[src/rtl/param_rob_pkg.sv]
// Shared definitions for the parameterised reorder buffer.
// Holds the default geometry constants and the per-entry bookkeeping
// struct. The parameter-width fields of an entry (rd, rd_old, result) are
// kept in parallel arrays inside param_rob, because their widths are
// module parameters and cannot be fixed here.
package param_rob_pkg;

    localparam int ROB_DEPTH  = 16;
    localparam int ROB_DISP_W = 2;
    localparam int ROB_CMP_W  = 3;
    localparam int ROB_RET_W  = 2;
    localparam int ROB_DATA_W = 32;
    localparam int ROB_PREG_W = 6;
    localparam int ROB_PC_W   = 32;

    typedef struct packed {
        logic                valid;
        logic                complete;
        logic                regwrite;
        logic [ROB_PC_W-1:0] pc;
    } rob_entry_t;

endpackage

[src/rtl/param_rob_retire_select.sv]
// rob_retire_select: retire prefix selector.
// Takes the ready (valid && complete) bits of the RET_W entries starting at
// head, lane 0 = head, and returns how many of them form an unbroken ready
// run from lane 0. Anything behind the first non-ready entry is held back.
// Ports:
//   ready    in   RET_W           per-lane ready bits, lane 0 is the head
//   ret_cnt  out  $clog2(RET_W+1) length of the leading ready run
module rob_retire_select
    import param_rob_pkg::*;
#(
    parameter int RET_W = ROB_RET_W,
    parameter int CNT_W = $clog2(RET_W + 1)
) (
    input  logic [RET_W-1:0] ready,
    output logic [CNT_W-1:0] ret_cnt
);

    logic run;

    always_comb begin
        ret_cnt = '0;
        run     = 1'b1;
        for (int i = 0; i < RET_W; i++) begin
            if (run && ready[i]) begin
                ret_cnt = ret_cnt + CNT_W'(1);
            end else begin
                run = 1'b0;
            end
        end
    end

endmodule

[src/rtl/param_rob.sv]
// param_rob: parameterised in-order-retire reorder buffer.
// Entries are allocated at tail by up to DISP_W dispatch lanes, marked
// complete by up to CMP_W completion ports, and retired in program order
// from head, up to RET_W per cycle, with registered retire outputs.
// Ports:
//   clk, reset (sync, active-high), flush           control
//   disp_valid/pc/rd/rd_old/regwrite                 dispatch lanes (packed)
//   disp_ready, disp_idx                             allocation status/index
//   cmp_valid/idx/result                             completion ports (packed)
//   ret_valid/pc/rd/rd_old/result/regwrite           registered retire lanes
//   count, full, empty                               occupancy status
module param_rob
    import param_rob_pkg::*;
#(
    parameter int DEPTH  = ROB_DEPTH,
    parameter int DISP_W = ROB_DISP_W,
    parameter int CMP_W  = ROB_CMP_W,
    parameter int RET_W  = ROB_RET_W,
    parameter int DATA_W = ROB_DATA_W,
    parameter int PREG_W = ROB_PREG_W,
    // Derived from DEPTH; not meant to be overridden.
    parameter int IDX_W  = $clog2(DEPTH)
) (
    input  logic                       clk,
    input  logic                       reset,
    input  logic                       flush,

    input  logic [DISP_W-1:0]          disp_valid,
    input  logic [DISP_W*ROB_PC_W-1:0] disp_pc,
    input  logic [DISP_W*PREG_W-1:0]   disp_rd,
    input  logic [DISP_W*PREG_W-1:0]   disp_rd_old,
    input  logic [DISP_W-1:0]          disp_regwrite,
    output logic                       disp_ready,
    output logic [DISP_W*IDX_W-1:0]    disp_idx,

    input  logic [CMP_W-1:0]           cmp_valid,
    input  logic [CMP_W*IDX_W-1:0]     cmp_idx,
    input  logic [CMP_W*DATA_W-1:0]    cmp_result,

    output logic [RET_W-1:0]           ret_valid,
    output logic [RET_W*ROB_PC_W-1:0]  ret_pc,
    output logic [RET_W*PREG_W-1:0]    ret_rd,
    output logic [RET_W*PREG_W-1:0]    ret_rd_old,
    output logic [RET_W*DATA_W-1:0]    ret_result,
    output logic [RET_W-1:0]           ret_regwrite,

    output logic [IDX_W:0]             count,
    output logic                       full,
    output logic                       empty
);

    localparam int CNT_W  = IDX_W + 1;
    localparam int DCNT_W = $clog2(DISP_W + 1);
    localparam int RCNT_W = $clog2(RET_W + 1);

    rob_entry_t        ent    [DEPTH];
    logic [PREG_W-1:0] rd_q   [DEPTH];
    logic [PREG_W-1:0] rdo_q  [DEPTH];
    logic [DATA_W-1:0] res_q  [DEPTH];

    logic [IDX_W-1:0]  head;
    logic [IDX_W-1:0]  tail;

    logic [IDX_W-1:0]  d_idx  [DISP_W];
    logic [IDX_W-1:0]  c_idx  [CMP_W];
    logic [DATA_W-1:0] c_res  [CMP_W];
    logic [IDX_W-1:0]  r_idx  [RET_W];
    logic [RET_W-1:0]  r_rdy;

    logic [DISP_W-1:0] acc_mask;
    logic [DCNT_W-1:0] acc_cnt;
    logic              acc_run;
    logic [RCNT_W-1:0] ret_cnt;
    logic [CNT_W-1:0]  cnt_nxt;

    // Readiness uses only the registered count: a retire in the same cycle
    // does not free space for dispatch until the following cycle.
    assign disp_ready = (DEPTH - int'(count)) >= DISP_W;

    for (genvar k = 0; k < DISP_W; k++) begin : g_disp
        assign d_idx[k] = tail + IDX_W'(k);
        assign disp_idx[k*IDX_W +: IDX_W] = d_idx[k];
    end

    for (genvar p = 0; p < CMP_W; p++) begin : g_cmp
        assign c_idx[p] = cmp_idx[p*IDX_W +: IDX_W];
        assign c_res[p] = cmp_result[p*DATA_W +: DATA_W];
    end

    // Retire candidates read registered complete bits only, so a completion
    // becomes retire-eligible one edge after it is written.
    for (genvar r = 0; r < RET_W; r++) begin : g_ret
        assign r_idx[r] = head + IDX_W'(r);
        assign r_rdy[r] = ent[r_idx[r]].valid & ent[r_idx[r]].complete;
    end

    rob_retire_select #(
        .RET_W (RET_W),
        .CNT_W (RCNT_W)
    ) u_retire_select (
        .ready   (r_rdy),
        .ret_cnt (ret_cnt)
    );

    // Accept only the unbroken run of requests starting at lane 0.
    always_comb begin
        acc_mask = '0;
        acc_cnt  = '0;
        acc_run  = disp_ready;
        for (int k = 0; k < DISP_W; k++) begin
            if (acc_run && disp_valid[k]) begin
                acc_mask[k] = 1'b1;
                acc_cnt     = acc_cnt + DCNT_W'(1);
            end else begin
                acc_run = 1'b0;
            end
        end
    end

    assign cnt_nxt = count + CNT_W'(acc_cnt) - CNT_W'(ret_cnt);

    // Entry control state and pointers. Within the cycle, completion writes
    // follow dispatch and retire clears follow completion, so the later
    // non-blocking assignment wins where they touch the same entry.
    always_ff @(posedge clk) begin
        if (reset || flush) begin
            for (int i = 0; i < DEPTH; i++) begin
                ent[i].valid    <= 1'b0;
                ent[i].complete <= 1'b0;
            end
            head  <= '0;
            tail  <= '0;
            count <= '0;
            full  <= 1'b0;
            empty <= 1'b1;
        end else begin
            for (int k = 0; k < DISP_W; k++) begin
                if (acc_mask[k]) begin
                    ent[d_idx[k]].valid    <= 1'b1;
                    ent[d_idx[k]].complete <= 1'b0;
                    ent[d_idx[k]].regwrite <= disp_regwrite[k];
                    ent[d_idx[k]].pc       <= disp_pc[k*ROB_PC_W +: ROB_PC_W];
                end
            end
            for (int p = 0; p < CMP_W; p++) begin
                if (cmp_valid[p] && ent[c_idx[p]].valid) begin
                    ent[c_idx[p]].complete <= 1'b1;
                end
            end
            for (int r = 0; r < RET_W; r++) begin
                if (RCNT_W'(r) < ret_cnt) begin
                    ent[r_idx[r]].valid    <= 1'b0;
                    ent[r_idx[r]].complete <= 1'b0;
                end
            end
            head  <= head + IDX_W'(ret_cnt);
            tail  <= tail + IDX_W'(acc_cnt);
            count <= cnt_nxt;
            full  <= (cnt_nxt == CNT_W'(DEPTH));
            empty <= (cnt_nxt == '0);
        end
    end

    // Entry payload. Ascending port order makes the highest-numbered port
    // win when several completions hit the same index.
    always_ff @(posedge clk) begin
        for (int k = 0; k < DISP_W; k++) begin
            if (acc_mask[k]) begin
                rd_q[d_idx[k]]  <= disp_rd[k*PREG_W +: PREG_W];
                rdo_q[d_idx[k]] <= disp_rd_old[k*PREG_W +: PREG_W];
            end
        end
        for (int p = 0; p < CMP_W; p++) begin
            if (cmp_valid[p] && ent[c_idx[p]].valid) begin
                res_q[c_idx[p]] <= c_res[p];
            end
        end
    end

    // Registered retire outputs, one cycle after the retire decision.
    always_ff @(posedge clk) begin
        if (reset) begin
            ret_valid    <= '0;
            ret_pc       <= '0;
            ret_rd       <= '0;
            ret_rd_old   <= '0;
            ret_result   <= '0;
            ret_regwrite <= '0;
        end else if (flush) begin
            ret_valid <= '0;
        end else begin
            for (int r = 0; r < RET_W; r++) begin
                ret_valid[r]                      <= (RCNT_W'(r) < ret_cnt);
                ret_pc[r*ROB_PC_W +: ROB_PC_W]    <= ent[r_idx[r]].pc;
                ret_regwrite[r]                   <= ent[r_idx[r]].regwrite;
                ret_rd[r*PREG_W +: PREG_W]        <= rd_q[r_idx[r]];
                ret_rd_old[r*PREG_W +: PREG_W]    <= rdo_q[r_idx[r]];
                ret_result[r*DATA_W +: DATA_W]    <= res_q[r_idx[r]];
            end
        end
    end

endmodule

[config.mk]
export PLATFORM = sky130hd
export DESIGN_NAME = param_rob
export DESIGN_NICKNAME = d
export VERILOG_FILES = /design/src/rtl/param_rob_pkg.sv /design/src/rtl/param_rob_retire_select.sv /design/src/rtl/param_rob.sv
export SDC_FILE = /design/constraint.sdc
export NUM_CORES = 2
export LEC_CHECK = 0
export CAP_MARGIN = 0
export CORE_UTILIZATION = 40
export DETAILED_ROUTE_END_ITERATION = 8
export PLACE_DENSITY = 0.63
export SLEW_MARGIN = 20
export SYNTH_ARGS = -nofsm -noshare
export SYNTH_HDL_FRONTEND = slang
export SYNTH_SLANG_ARGS = --single-unit
[constraint.sdc]
create_clock -name clk -period 5.5 [get_ports clk]
set_clock_uncertainty 0.1 [all_clocks]
set_input_delay 0.825 -clock clk [delete_from_list [all_inputs] [get_ports clk]]
set_output_delay 0.825 -clock clk [all_outputs]
set_load 0.01 [all_outputs]
---- Word-level counts from Yosys, hierarchy flattened ----
Memory sizes are Yosys's and may differ from the RTL's. A register that Yosys moved wholly into a read port is not among the register bits.
Cells that the tools add are included.
storage, ports and cells
  input port bits ......................... 206
  output and inout port bits .............. 172
  register bits after elaboration ......... 83
  memories ................................ 4
  bits in writable memories ............... 1264
  word-level logic and storage cells ...... 107
memories
  name   words  bits a word  rd ports  clocked after memory_dff  write ports  RTL line         text
  ent    16     35           5         1                         16           param_rob.sv:56  rob_entry_t ent [DEPTH];
  res_q  16     32           2         2                         3            param_rob.sv:59  logic [DATA_W-1:0] res_q [DEPTH];
  rd_q   16     6            2         2                         2            param_rob.sv:57  logic [PREG_W-1:0] rd_q [DEPTH];
  rdo_q  16     6            2         2                         2            param_rob.sv:58  logic [PREG_W-1:0] rdo_q [DEPTH];
operators by class
  reduce and logical (&&, ||, !) cells .... 22
  bitwise operators ....................... 2
  add/sub/neg operators ................... 9
  $lt $le $gt $ge ......................... 3
  muxes and demuxes ....................... 58
  equal/unequal tests ..................... 1
operators with widths
  kind                                                                         count
  35-bit 2-to-1 mux                                                            7
  35-bit OR reduction                                                          7
  1-bit 2-to-1 mux                                                             34
  4-bit 2-to-1 mux                                                             8
  2-bit 2-to-1 mux                                                             6
  3-bit 2-to-1 mux                                                             3
  4-bit by 1-bit adder with 4-bit output, second input constant                2
  4-bit by 2-bit adder with 4-bit output                                       2
  6-bit by 3-bit >= comparator with 1-bit output, second input constant        1
  1-bit logical AND                                                            6
  1-bit zero test                                                              6
  5-bit by 5-bit subtractor with 6-bit output, first input constant            1
  5-bit by 2-bit adder with 5-bit output                                       1
  5-bit equality test, second input constant                                   1
  5-bit zero test                                                              1
  5-bit by 2-bit subtractor with 5-bit output                                  1
  2-bit by 1-bit adder with 2-bit output, second input constant                2
  1-bit by 2-bit less-than comparator with 1-bit output, first input constant  2
  1-bit bitwise AND                                                            2
  2-bit OR reduction                                                           1
  1-bit logical OR                                                             1

---- Depth between registers and ports, before layout ----
  word-level depth ........................ 11
  gate-level depth with buffers ........... 22
  mapped depth without buffers ............ 20

---- By module ----
A second synthesis with hierarchy kept.
unflattened totals
  cells, all modules ...................... 6623
  area total of the unflattened synthesis .. 84262.1 sq um
modules (own cells, without submodules)
  module             cells each  area an instance (sq um)  times used  seq. area each (sq um)
  param_rob          6621        84245.8                   1           41059.4
  rob_retire_select  2           16.3                      1           0.0

---- Worst setup path after synthesis ----
OpenSTA, ideal clock, no wires.
  path type ............................... register to register
  start point ............................. reg count[2]
  end point ............................... mem ent[4][0] (netlist bit) (enable)
  data arrival time ....................... 3596 ps
  buffers on the path ..................... 3
  library setup time ...................... 423 ps
  clock period less this slack ............ 4119 ps
  stages on the path, launching flop included .. 11
  required time ........................... 4977 ps
  slack ................................... 1381 ps
  cells stage by stage .................... dfxtp_1 -> inv_1 -> ha_1 -> xnor2_1 -> a31oi_1 -> o211ai_4 -> buf_6 -> buf_4 -> buf_2 -> or2_2 -> nor2_1
RTL lines
  element                 RTL line          text
  from (decl)             param_rob.sv:47   output logic [IDX_W:0] count,
  from (signal assigned)  param_rob.sv:158  count <= cnt_nxt;
  to (decl)               param_rob.sv:56

==> reports/qor.yml <==
clock_network:
  htreeDepth: 4
  postCtsSetupRepairBufs: 0
  cts_tree: "yes"
  numCtsBuffers: 164
  clock_latency_ns: 0.86
  clockBufferDepth: 3
  cts_hold_buf: 0
  clock-root-buffer: "clkbuf_16"
  clock-sinks: 1435
  cts_resized: 0
  clk_pin_slew_worst_paths_ns: 0.06
logic_synthesis:
  synth_area_leaders: "edfxtp_1 44%, mux4_2 19%, mux2i_1 7.1%"
  synthMuxAreaShare_pct: 28.4
  ys_warn_count: 0
  synth_edf_count: 1232
  async_reset_ff_share_pct: 0
  synthAdderAreaFrac_pct: 0.495
  synth_compound_area_share_pct: 11.5
  synthXorXnorAreaFrac_pct: 0.104
  ys_types: 75
  seq_area_frac_synth_pct: 48.6
  syn-num-nets: 6836
  dominantRegCellSynth: "edfxtp_1"
  synthCells: 6599
  synth_simple_gate_area_share_pct: 6.19
  ys_ff_latch: 1435
  syn-mean-instance-area_um2: 12.8
  synthDominantCellAreaShare_pct: 43.8
  synth_top_family_by_area: "multiplexers"
  synth_area_leader_cell: "edfxtp_1"
  synthesis.area_um2: 84400
timing:
  max_slew.worst_pin.slew_ns: 1.21
  slew_violations: 0
  period_minus_slack_ns: 4.53
  max_freq_ghz: 0.221
  rsz0062_at_grt: "false"
  slew_headroom_pct: 19.3
  finalSetupViolCount: 0
  tns_ns: 0
  period_share_pct: 82.4
  hold_viol: 0
finish:
  layout_common_cells: "1232 x edfxtp_1, 758 x nand2_1, 702 x mux4_2, 598 x mux2i_1, 560 x o21ai_0"
  final_util_pct: 45.7
  drive_gt1_share_pct: 21.8
  fin_nets: 6707
  syn2layout_area_growth_pct: 13.3
  final_common_cell: "edfxtp_1"
worst_setup_path:
  start_kind: "register"
  setup.worst_path.class: "reg -> reg"
  cp-end-kind: "register"
  cp.arrival_ns: 5.14
  slowest_stage: "and2_2"
  crit_chain: "inv_1 > ha_1 > xnor2_1 > a31oi_1 > o211ai_4 > or3_1 > and2_2 > a32o_1"
  critPathMaxStageDelay_ns: 1.09
  crit_fanout: 33
  required_ns: 6.11
route:
  drtIter0Drc: 9289
  drcViolationCount: 0
  dr.pass1.iters: 7
  vias: 63500
  ant_nets: 0
  vias_per_cell: 6.72
  wirelength_um: 318000
  wl_per_cell_um: 33.6
grt:
  use_met1_pct: 37.7
  use_met3_pct: 8.87
  grt.total_usage_pct: 29.3
  antenna_found_initial: 54
  grt_busiest_layer: "met2"
  grt_pass1_wl_um: 449000
  grt_start_max_net_pins: 135
  overflow: 0
  grt_pass1_vias: 62200
  grtUsageMet2_pct: 43.7
die:
  initial_core_util_pct: 40.3
  rows: 168
  die_w_um: 461
  die_area_um2: 213000
  die_h_um: 461
  ios: 378
  coreArea_um2: 210000
placement:
  place_congestion: 0.894
  hpwl_um: 180000
  portBuffers: 377
pwr:
  power.density_nw_per_um2: 276
  p_leak_nw: 28.8
  ir_drop_mv: 0.312
outcome:
  status: "finished clean"
run:
  cap_violations: 0
hold_path:
  hold_class: "in -> reg"
==> path summary, 6_finish.rpt <==
check / startpoint / to / slack, ns / cells after the start
worst min-delay path: flush / ret_result[9] / 0.36 / 3
worst max-delay path: count[2] / ent[12][28] / 0.97 / 8
worst max register to register: count[2] / ent[12][28] / 0.97 / 8
worst min register to register: ret_pc[51] / ret_pc[51] / 0.37 / 2
==> registers in the layout (all words and copies together), names as in the netlist <==
| register | flops |
|---|---|
| count | 5 |
| empty | 1 |
| ent | 560 |
| full | 1 |
| head | 4 |
| rd_q | 96 |
| rdo_q | 96 |
| res_q | 512 |
| ret_pc | 64 |
| ret_rd | 12 |
| ret_rd_old | 12 |
| ret_regwrite | 2 |
| ret_result | 64 |
| ret_valid | 2 |
| tail | 4 |
==> worst max-delay path: cells and delay by family, from the launching register on <==
kind | cells | cell delay [ns]
fa+ha+maj | 1 | 0.22
xor+xnor | 1 | 0.14
buf+inv | 1 | 0.13
compound gates | 3 | 1.30
flops | 1 | 0.46
simple gates | 2 | 1.99
==> where the power goes <==
group	internal (mW)	switching (mW)	total, mW	leakage (nW)
Clock	6.31	4.84	11.1	2.62
Sequential	12.0	0.200	12.2	12.5
Combinational	1.02	1.98	3.00	13.6
Total	19.4	7.02	26.4	28.8
==> Yosys cell counts (11+ instances only) <==
cell type  number
edfxtp_1     1232
nand2_1       763
mux4_2        702
mux2i_1       598
o21ai_0       560
clkbuf_1      498
a21oi_1       275
nor2_1        264
dfxtp_1       203
a22o_1        176
mux2_2        175
a32o_1        168
buf_2         168
buf_1         161
inv_1         117
a221oi_1       78
a222oi_1       33
o2bb2ai_1      33
o21ai_1        31
a311oi_1       30
and3_1         30
ha_1           27
nor2b_1        27
nand3_1        24
and2_1         20
a21o_1         18
buf_6          11
==> layer usage <==
metal	vias up	part of all wire (%)
met3	975	13
met4	46	5.9
met2	4798	44
met1	32100	37
li1	25600	-
met5	-	0.11
==> area by class of cell <==
| cell class | instances | area, um^2 |
|---|---|---|
| antenna | 30 | 75.1 |
| sequential | 1435 | 41100 |
| inverter | 119 | 447 |
| clock buffer | 238 | 4670 |
| clock inverter | 69 | 689 |
| timing repair buffer | 549 | 5270 |
| tap | 2805 | 3510 |
| fill | 18500 | 114000 |
| multi-input combinational | 4201 | 40000 |
==> per-stage QoR <==
stage               hold WS [ns]  instances  setup slack, ns  instance area [um^2]  power (mW)
detailed placement         0.366       9109             1.09                 90200        15.4
global route               0.366       9442            0.757                 95700        27.0
finish                     0.359       9446            0.966                 95700        26.4
CTS                        0.328       9416             1.06                 95600        26.4
floorplan                  0.381       6599             1.38                 84400        14.0
global placement           0.367       9106             1.06                 90200        15.3
==> kinds of logic (layout without fill, tap and decap cells) <==
| kind of cell | after synthesis | in the layout |
|---|---|---|
| flops | 1435 | 1435 |
| simple gates | 1215 | 1215 |
| buf+inv | 963 | 975 |
| other cells | 0 | 30 |
| compound gates | 1453 | 1453 |
| xor+xnor | 10 | 10 |
| fa+ha+maj | 31 | 31 |
| mux | 1492 | 1492 |
Note: power is estimated with default switching activity, not from simulation.
